<file path="src/rtl/seg7_4dig_to_bin.sv">
// seg7_4dig_to_bin: decodes four active-low 7-segment codes, most significant digit first, into a binary value that saturates at the top of the range.
module seg7_4dig_to_bin #(
    parameter int N = 10
) (
    input  logic         clk,
    input  logic         rst,
    input  logic         start,
    input  logic [0:6]   D1,
    input  logic [0:6]   D2,
    input  logic [0:6]   D3,
    input  logic [0:6]   D4,
    output logic [N-1:0] Q,
    output logic         busy,
    output logic         done,
    output logic         err,
    output logic         ovf
);
    typedef enum logic [1:0] {IDLE, SCAN, DONE} state_t;
    localparam logic [31:0] MAXV = 32'((2 ** N) - 1);
    state_t          state_q, state_d;
    logic [13:0]     acc_q, acc_d, acc_nxt;
    logic [1:0]      idx_q, idx_d;
    logic [3:0][6:0] snap_q, snap_d;
    logic            errf_q, errf_d;
    logic [N-1:0]    q_q, q_d;
    logic            err_q, err_d, ovf_q, ovf_d;
    logic [6:0]      code;
    logic [3:0]      digit;
    logic            bad, sat;
    always_comb begin
        code  = snap_q[idx_q];
        digit = 4'd0;
        bad   = 1'b0;
        case (code)
            7'b0000001: digit = 4'd0;
            7'b1001111: digit = 4'd1;
            7'b0010010: digit = 4'd2;
            7'b0000110: digit = 4'd3;
            7'b1001100: digit = 4'd4;
            7'b0100100: digit = 4'd5;
            7'b0100000: digit = 4'd6;
            7'b0001111: digit = 4'd7;
            7'b0000000: digit = 4'd8;
            7'b0000100: digit = 4'd9;
            7'b1111111: digit = 4'd0;
            default:    bad   = 1'b1;
        endcase
        acc_nxt = acc_q * 14'd10 + 14'(digit);
        sat     = 32'(acc_nxt) > MAXV;
    end
    always_comb begin
        state_d = state_q;
        acc_d   = acc_q;
        idx_d   = idx_q;
        snap_d  = snap_q;
        errf_d  = errf_q;
        q_d     = q_q;
        err_d   = err_q;
        ovf_d   = ovf_q;
        case (state_q)
            IDLE: if (start) begin
                snap_d  = {D4, D3, D2, D1};
                acc_d   = '0;
                errf_d  = 1'b0;
                idx_d   = 2'd3;
                state_d = SCAN;
            end
            SCAN: begin
                acc_d  = acc_nxt;
                errf_d = errf_q | bad;
                idx_d  = idx_q - 2'd1;
                // Last digit: publish results on the same edge that folds in D1
                if (idx_q == 2'd0) begin
                    state_d = DONE;
                    q_d     = sat ? N'(MAXV) : N'(acc_nxt);
                    err_d   = errf_q | bad;
                    ovf_d   = sat;
                end
            end
            default: state_d = IDLE;
        endcase
    end
    always_ff @(posedge clk) begin
        if (rst) begin
            state_q <= IDLE;
            acc_q   <= '0;
            idx_q   <= '0;
            snap_q  <= '0;
            errf_q  <= 1'b0;
            q_q     <= '0;
            err_q   <= 1'b0;
            ovf_q   <= 1'b0;
        end else begin
            state_q <= state_d;
            acc_q   <= acc_d;
            idx_q   <= idx_d;
            snap_q  <= snap_d;
            errf_q  <= errf_d;
            q_q     <= q_d;
            err_q   <= err_d;
            ovf_q   <= ovf_d;
        end
    end
    assign Q    = q_q;
    assign err  = err_q;
    assign ovf  = ovf_q;
    assign busy = state_q == SCAN;
    assign done = state_q == DONE;
endmodule
</file>
<file path="config.mk">
export PLATFORM = sky130hd
export DESIGN_NAME = seg7_4dig_to_bin
export DESIGN_NICKNAME = d
export VERILOG_FILES = /design/src/rtl/seg7_4dig_to_bin.sv
export SDC_FILE = /design/constraint.sdc
export NUM_CORES = 1
export LEC_CHECK = 0
export CAP_MARGIN = 30
export CORE_UTILIZATION = 45
export CTS_CLUSTER_DIAMETER = 30
export DETAILED_ROUTE_END_ITERATION = 16
export GPL_ROUTABILITY_DRIVEN = 0
export PLACE_DENSITY_LB_ADDON = 0.05
export SYNTH_ARGS = -nofsm -noshare
export SYNTH_HDL_FRONTEND = slang
export SYNTH_SLANG_ARGS = --single-unit
</file>
<file path="constraint.sdc">
create_clock -name clk -period 12.45 [get_ports clk]
set_clock_uncertainty 0.15 [all_clocks]
set_input_delay 1.8675 -clock clk [delete_from_list [all_inputs] [get_ports clk]]
set_output_delay 1.8675 -clock clk [all_outputs]
set_load 0.02 [all_outputs]
</file>
=== After elaboration in Yosys (flattened, before gate mapping) ===
Index checks and enable logic that the tools add are counted.
Widths: inputs -> output; s select.

* Flip-flop bits (word level): 59

* Bitwise logic cells: 1
* Add/sub/neg operators: 2
* Reduce and logical (&&, ||, !) cells: 9
* Multiply operators: 1
* Multiplexer cells: 14
* Magnitude comparators: 2
* Equal/unequal tests: 14

{| class="wikitable"
|+ Operator list
! cell !! number
|-
| $pmux 4 s9 || 1
|-
| $pmux 14 s2 || 1
|-
| $eq 7x7->1 const B || 3
|-
| $add 14x4->14 || 1
|-
| $bmux 7 s2 || 1
|-
| $eq 7x3->1 const B || 2
|-
| $eq 7x6->1 const B || 2
|-
| $gt 14x10->1 const B || 1
|-
| $mul 14x3->13 const B || 1
|-
| $mux 14 || 1
|-
| $reduce_or 11->1 || 1
|-
| $mux 10 || 1
|-
| $pmux 2 s2 || 2
|-
| $reduce_and 2->1 || 4
|-
| $eq 7x1->1 const B || 1
|-
| $eq 7x4->1 const B || 1
|-
| $eq 7x5->1 const B || 1
|-
| $logic_not 7->1 || 1
|-
| $mux 7 || 1
|-
| $mux 2 || 3
|-
| $logic_not 2->1 || 2
|-
| $lt 2x3->1 const B || 1
|-
| $eq 2x1->1 const B || 1
|-
| $eq 2x2->1 const B || 1
|-
| 7 further kinds || 8
|}

=== Depth between registers and ports, before layout ===
Gate-level depths: netlist of run 1.

* Word-level depth: 7
* Gate-level depth with buffers: 18
* Depth with buffers taken out: 16

=== Worst setup path after synthesis of run 1 ===
Ideal clock, no wire load.

* Kind: register to register
* Start: register idx_q[0]
* End: register q_q[2], in the netlist Q[2]
* Setup time: 0.140 ns
* Data arrival time: 3.723 ns
* Stages on the path, launching flop included: 18
* Path slack: 8.437 ns
* Cells stage by stage: dfxtp_1 -> buf_2 -> mux4_2 -> or4b_1 -> o21ai_0 -> nand2_1 -> nand2_1 -> ha_1 -> fa_1 -> a21o_1 -> nand2_1 -> nor3_1 -> and3_1 -> and3_1 -> nand4_1 -> a211oi_2 -> buf_6 -> a211oi_2

* Cells in the longest elaborated chain, start to end: 7

{| class="wikitable"
|+ RTL lines
! element !! line !! source
|-
| start, declared || 22 || <nowiki>logic [1:0] idx_q, idx_d;</nowiki>
|-
| start signal, assigned || 96 || <nowiki>idx_q <= idx_d;</nowiki>
|-
| $bmux 7 s2 || 31 || <nowiki>code = snap_q[idx_q];</nowiki>
|-
| $mux 7 (implied by the code) || 31 ||
|-
| $eq 7x3->1 (tied with other cells) || 34 || <nowiki>case (code)</nowiki>
|-
| $pmux 4 s9 || 34 ||
|-
| $add 14x4->14 || 48 || <nowiki>acc_nxt = acc_q * 14'd10 + 14'(digit);</nowiki>
|-
| $gt 14x10->1 || 49 || <nowiki>sat = 32'(acc_nxt) > MAXV;</nowiki>
|-
| $mux 10 || 75 || <nowiki>q_d = sat ? N'(MAXV) : N'(acc_nxt);</nowiki>
|-
| end signal, assigned || 99 || <nowiki>q_q <= q_d;</nowiki>
|-
| end, declared || 25 || <nowiki>logic [N-1:0] q_q, q_d;</nowiki>
|}

Parallel ways exist; a longest one is shown, timed or not. The select of a mux whose other input is x is not followed.
A chain may end at the register's enable or synchronous reset.

=== Final worst setup path of run 1 ===
* Start: register idx_q[0]
* End: register q_q[1], in the netlist Q[1]

The elaborated chain is that of the path after synthesis.

==> results.sh, run 1 <==
export IMPL_yosysSeqAreaShare_pct=34.93
export IMPL_synthTopCellsByArea="dfxtp_1 (35%), ha_1 (8.7%), nand2_1 (8.1%)"
export IMPL_ys_async_sr_fraction_pct=0
export IMPL_synthFlopType="dfxtp_1"
export IMPL_yosysTopAreaCell="dfxtp_1"
export IMPL_cp_required_ps=12510
export IMPL_cap_viol_max_count=0
export IMPL_netlist_area_um2=3324
export IMPL_routed_via_density=5.422
export IMPL_core_area_um2=6982
export IMPL_fin_crit_ps=4725
export IMPL_worst_pin_slew_ps=935.3
export IMPL_fin_util_pct=57.81
export IMPL_core_rowCount=30
export IMPL_slew_viol_final=0
export IMPL_post_cts_setup_buffers=0
export IMPL_p_seq_share_pct=42.6
export IMPL_root_buffer="clkbuf_8"
export IMPL_grt_pass1_wl_um=12410
export IMPL_dieWidth_um=87.95
export IMPL_dieArea_um2=7735
export IMPL_grt_max_degree=45
export IMPL_setup_viol=0
export IMPL_synthCells=392
export IMPL_p_per_area_nw_per_um2=121.4
export IMPL_cp_max_fo=10
export IMPL_switchingPower_uw=143.1
export IMPL_antenna_found_initial=0
export IMPL_period_share_pct=37.95
export IMPL_cpMostUsedCell="nand2_1"
export IMPL_synth_nets=448
export IMPL_synth_edf_count=0
export IMPL_multi_input_area_um2=2046
export IMPL_antenna_left=0
export IMPL_numPortBuffers=44
export IMPL_layout_drive_gt1_share_pct=9.425
export IMPL_wl_per_cell_um=14.27
export IMPL_fmax_mhz=211.6
export IMPL_cts_htree_levels=3
export IMPL_setup_tns_ps=0
export IMPL_grt_pass1_vias=2591
export IMPL_num_vias=2879
export IMPL_cp_end_kind="register"
export IMPL_diodes=0
export IMPL_synth_distinct_cells=51
export IMPL_hp_start="snap_q[17]"
export IMPL_fin_ws_ps=7725
export IMPL_cts_tree="built"
export IMPL_rr_startpoint="idx_q[0]"
export IMPL_initial_core_util_pct=47.62
export IMPL_ys_ff_latch=58
export IMPL_reg2reg_depth=16
export IMPL_seq_area_um2=1161
export IMPL_total_power_uw=490.1
export IMPL_p_leak_uw=0.001630
export IMPL_path_cells="mux4_2 > or4b_1 > o21ai_0 > nand2_1 > nand2_1 > ha_1 > fa_1 > a21o_1 > nand2_1 > nor3_1 > and3_1 > and3_1 > nand4_1 > a211oi_2 > buf_4 > a211oi_1"
export IMPL_status="finished, final reports clean"
export IMPL_io_pins=45
export IMPL_rsz0062_at_grt="no"
export IMPL_p_clk_share_pct=36.6
export IMPL_yosys_warnings=0
export IMPL_cts_made_buffers=9
export IMPL_fill_cells=643
export IMPL_overflow=0
export IMPL_cts_clk_slew_worst_paths_ps=70
export IMPL_hold_path_class="register to register"
export IMPL_critPathTopFamily="simple AND/OR/NAND/NOR gates"
export IMPL_holdBufCountCts=0
export IMPL_grt_util_all_layers_pct=20.87
export IMPL_switching_share_pct=29.20
export IMPL_cpMaxStageDelayCell="mux4_2"
export IMPL_routed_wl_um=7575
export IMPL_clk_latency_ps=330
export IMPL_dpl_hpwl_um=5482
export IMPL_path_buf_inv=1
export IMPL_nets=486
export IMPL_die_h_um=87.95
export IMPL_drc=0
export IMPL_cpPeakStageDelay_ps=650
export IMPL_crit_type="register to register"
export IMPL_cts_sinks=58
export IMPL_internal_power_uw=347.0
export IMPL_fin_worst_hold_slack_ps=300.6
export IMPL_r2r_slack_ps=7730
export IMPL_slew_headroom_pct=37.64
export IMPL_cts_resized=0
export IMPL_min_path_cells=2
export IMPL_whs_endpoint="snap_q[17]"
export IMPL_startpoint_type="register"
export IMPL_yosys_area_top_type_share_pct=34.93
export IMPL_critPathArrivalTime_ps=4780
export IMPL_p_comb_share_pct=20.8
export IMPL_final_common_cell="nand2_1"
export IMPL_drtIter0Drc=119
export IMPL_reg2reg_to="Q[1]"
export IMPL_clk_path_buf_depth=2
export IMPL_first_pass_iters=5
export IMPL_hold_viol_final=0
export IMPL_peakVddDrop_uv=65.80
export IMPL_syn_to_final_growth_pct=21.42
export IMPL_final_cell_mix="nand2_1 (72), dfxtp_1 (58), clkdlybuf4s50_1 (43), nor2_1 (41), a21oi_1 (39)"
export IMPL_pre_cts_ws_ps=7739
export IMPL_avgSynthCellArea_um2=8.481
[cells in the mapped netlist, types with 2 or more instances]
cell type  number
nor2b_1         4
a211oi_1        5
ha_1           23
o21ai_0         7
nand2_1        72
inv_1           9
a21o_1          5
xor2_1          6
and2_1          3
a31oi_1         9
o21ai_1         2
nor2_1         41
dfxtp_1        58
or4b_1          3
a211oi_2       11
nand4_1         3
nand2b_1        5
clkbuf_1       16
fa_1            2
nor3_1          7
a21oi_1        39
mux4_2          7
o311a_1         2
xnor2_1         9
buf_1           2
or3_1           2
and3_1          5
nand3_1        12
[metal layers]
layer / part of all wire, % / track usage, % / vias up
met1: 53 / 30.51 / 1344
met5: 0 / 0 / -
li1: - / - / 1466
met3: 4.4 / 3.959 / 7
met2: 42 / 30.51 / 62
met4: 0.95 / 7.452 / 0
[state kept, by name (all words and copies together) (netlist names)]
register,flops
state_q,2
ovf,1
errf_q,1
idx_q,2
Q,10
snap_q,28
err,1
acc_q,13
[worst max-delay path by stage]
stage / start / to / slack, ps / cells past startpoint
after floorplan: idx_q[0] / Q[2] / 8440 / 17
after global placement: idx_q[0] / Q[1] / 7510 / 15
after detailed placement: idx_q[0] / Q[6] / 7740 / 16
after CTS: idx_q[0] / Q[1] / 7720 / 16
after global routing: idx_q[0] / Q[1] / 7430 / 16
final: idx_q[0] / Q[1] / 7730 / 16
[through the flow]
stage,cell area [um^2],instances
6_report,4036,531
5_1_grt,4036,531
4_1_cts,4036,531
3_5_place_dp,3831,515
3_3_place_gp,3804,513
2_1_floorplan,3324,392
[cell families after synthesis]
| kind of cell | share of synthesized area, % |
|---|---|
| and+or+nand+nor | 23.60 |
| muxes | 5.043 |
| buffers and inverters | 3.538 |
| AOI/OAI and AO/OA | 17.69 |
| DFF | 34.93 |
| adders and majority gates | 9.861 |
| xor gates and xnor gates | 5.344 |
[power by group through the flow]
| stage | clock (uW) | sequential, uW | combinational [uW] |
|---|---|---|---|
| detailed placement | 0 | 213 | 102 |
| CTS | 184 | 209 | 102 |
| global route | 192 | 210 | 112 |
| floorplan | 0 | 212 | 68.7 |
| finish | 179 | 209 | 102 |
| global placement | 0 | 213 | 99.3 |
[worst reg2reg max path, stage by stage (launching register included)]
cell	delay, ps
dfxtp_1	640
mux4_2	650
or4b_1	590
o21ai_0	160
nand2_1	70
nand2_1	80
ha_1	190
fa_1	220
a21o_1	120
nand2_1	70
nor3_1	280
and3_1	260
and3_1	170
nand4_1	100
a211oi_2	500
buf_4	270
a211oi_1	90
[layout make-up]
type | count | area share [%]
flip-flops and latches | 58 | 28.77
inverters | 9 | 0.8370
well taps | 96 | 2.976
repair buffers | 47 | 11.66
multi-input cells | 305 | 50.68
clock buffers | 12 | 3.844
clock inverters | 4 | 1.240
No activity file was read; power rests on OpenSTA's default activity.
==> run 2, diff against run 1 <==
==> constraint.sdc (replaced) <==
create_clock -name clk -period 4.5 [get_ports clk]
set_clock_uncertainty 0.15 [all_clocks]
set_input_delay 0.675 -clock clk [delete_from_list [all_inputs] [get_ports clk]]
set_output_delay 0.675 -clock clk [all_outputs]
set_load 0.02 [all_outputs]
==> results.sh, run 2 (synthesis gave the netlist of run 1 again) <==
export IMPL_slew_headroom_pct=34.61
export IMPL_largest_register_ffs=28
export IMPL_syn_to_final_growth_pct=22.32
export IMPL_overflow=0
export IMPL_hold_path_class="register to register"
export IMPL_cp_required_ps=4550
export IMPL_fmax_mhz=238.4
export IMPL_multi_input_area_um2=2048
export IMPL_r2r_slack_ps=300
export IMPL_setup_tns_ps=0
export IMPL_p_per_area_nw_per_um2=343.4
export IMPL_cap_viol_max_count=0
export IMPL_switching_share_pct=28.32
export IMPL_fin_crit_ps=4195
export IMPL_cts_tree="built"
export IMPL_setup_viol=0
export IMPL_clk_latency_ps=330
export IMPL_core_area_um2=6982
export IMPL_drc=0
export IMPL_p_leak_uw=0.001654
export IMPL_status="finished, final reports clean"
export IMPL_regMostFlops="snap_q"
export IMPL_routed_wl_um=7829
export IMPL_crit_type="register to register"
export IMPL_wl_per_cell_um=14.72
export IMPL_cp_end_kind="register"
export IMPL_slew_viol_final=0
export IMPL_io_pins=45
export IMPL_clk_path_buf_depth=2
export IMPL_rsz0062_at_grt="no"
export IMPL_min_path_cells=2
export IMPL_rr_startpoint="idx_q[1]"
export IMPL_worst_pin_slew_ps=980.8
export IMPL_startpoint_type="register"
export IMPL_initial_core_util_pct=47.62
export IMPL_cts_clk_slew_worst_paths_ps=70
export IMPL_numPortBuffers=44
export IMPL_dieArea_um2=7735
export IMPL_grt_util_all_layers_pct=22.02
export IMPL_routed_via_density=5.367
export IMPL_p_clk_share_pct=37.9
export IMPL_antenna_left=0
export IMPL_final_common_cell="nand2_1"
export IMPL_grt_pass1_vias=2731
export IMPL_nets=488
export IMPL_fill_cells=662
export IMPL_peakVddDrop_uv=211.8
export IMPL_num_vias=2855
export IMPL_hold_viol_final=0
export IMPL_cts_htree_levels=3
export IMPL_period_share_pct=93.23
export IMPL_internal_power_uw=1001
export IMPL_antenna_found_initial=0
export IMPL_critPathArrivalTime_ps=4240
export IMPL_root_buffer="clkbuf_8"
export IMPL_final_cell_mix="nand2_1 (71), dfxtp_1 (57), clkdlybuf4s50_1 (43), nor2_1 (41), a21oi_1 (39)"
export IMPL_p_seq_share_pct=41.3
export IMPL_switchingPower_uw=395.4
export IMPL_dieWidth_um=87.95
export IMPL_hp_start="snap_q[8]"
export IMPL_cts_made_buffers=9
export IMPL_whs_endpoint="snap_q[8]"
export IMPL_reg2reg_to="Q[9]"
export IMPL_layout_drive_gt1_share_pct=10.32
export IMPL_grt_max_degree=45
export IMPL_dpl_hpwl_um=5502
export IMPL_core_rowCount=30
export IMPL_die_h_um=87.95
export IMPL_diodes=0
export IMPL_cp_max_fo=11
export IMPL_grt_pass1_wl_um=13150
export IMPL_cts_sinks=58
export IMPL_fin_util_pct=58.24
export IMPL_first_pass_iters=5
export IMPL_drtIter0Drc=87
export IMPL_seq_area_um2=1162
export IMPL_reg2reg_depth=16
export IMPL_p_comb_share_pct=20.8
run 2: cell types whose count changed in the layout (fill, tap and decap cells not counted):
cell / before / now
dfxtp_1: 58 / 57
clkinv_2: 1 / 2
dfxtp_2: 0 / 1
clkinvlp_4: 2 / 0
nand2_2: 0 / 1
clkbuf_8: 11 / 10
bufinv_16: 1 / 2
clkbuf_1: 1 / 0
buf_4: 2 / 4
nand2_1: 72 / 71
clkinv_4: 0 / 1
run 2: final cells by class:
class | count | area share (%)
clock inverter | 5 | 1.938
clock buffer | 10 | 3.385
multi-input combinational | 305 | 50.37
sequential | 58 | 28.58
tap | 96 | 2.954
inverter | 9 | 0.8308
timing repair buffer | 49 | 11.94
run 2: routing by layer:
layer	up-vias	share of wire [%]	track usage, %
met1	1321	53	32.67
li1	1463	-	-
met5	-	0	0
met4	0	1.1	7.750
met2	60	43	31.92
met3	11	3.2	3.864
run 2: how the worst max path moves through the flow:
stage | startpoint | cells after the start | to | slack [ps]
CTS | idx_q[0] | 15 | Q[9] | 240
detailed placement | idx_q[0] | 15 | Q[6] | 260
floorplan | idx_q[0] | 17 | Q[2] | 490
finish | idx_q[1] | 16 | Q[9] | 300
global route | idx_q[1] | 16 | Q[9] | 4
global placement | idx_q[0] | 16 | Q[1] | 320
run 2: repair_timing:
action,CTS,global route
resized for setup,0,1
setup buffers,0,0
hold buffers,0,0
setup endpoints to repair,0,11
run 2: metrics by stage:
step	power, uW	cell area (um^2)	cells	hold slack, ps	setup WS (ps)
finish	1396	4066	532	303.9	304.7
CTS	1409	4065	532	307.0	243.4
detailed placement	875.3	3849	517	297.6	259.2
global route	1462	4066	532	325.6	4.396
floorplan	775.3	3324	392	283.1	487.2
global placement	870.2	3829	516	293.2	315.8
run 2: power groups by stage:
stage / registers (uW) / clock network (uW) / logic, uW
after floorplan: 585 / 0 / 190
after global placement: 587 / 0 / 284
after detailed placement: 586 / 0 / 290
after CTS: 575 / 542 / 292
after global routing: 579 / 561 / 321
final: 576 / 529 / 291
run 2: worst max-delay path: stages, from the launching register on:
cell and delay, ps:
dfxtp_1 560, mux4_2 450, or4b_1 570, o21ai_0 160, nand2_1 80, nand2_1 90, ha_1 190, fa_1 230
a21o_1 130, nand2_1 70, nor3_1 280, and3_1 260, and3_1 160, nand4_1 100, a211oi_2 240, buf_4 240
a211oi_2 80
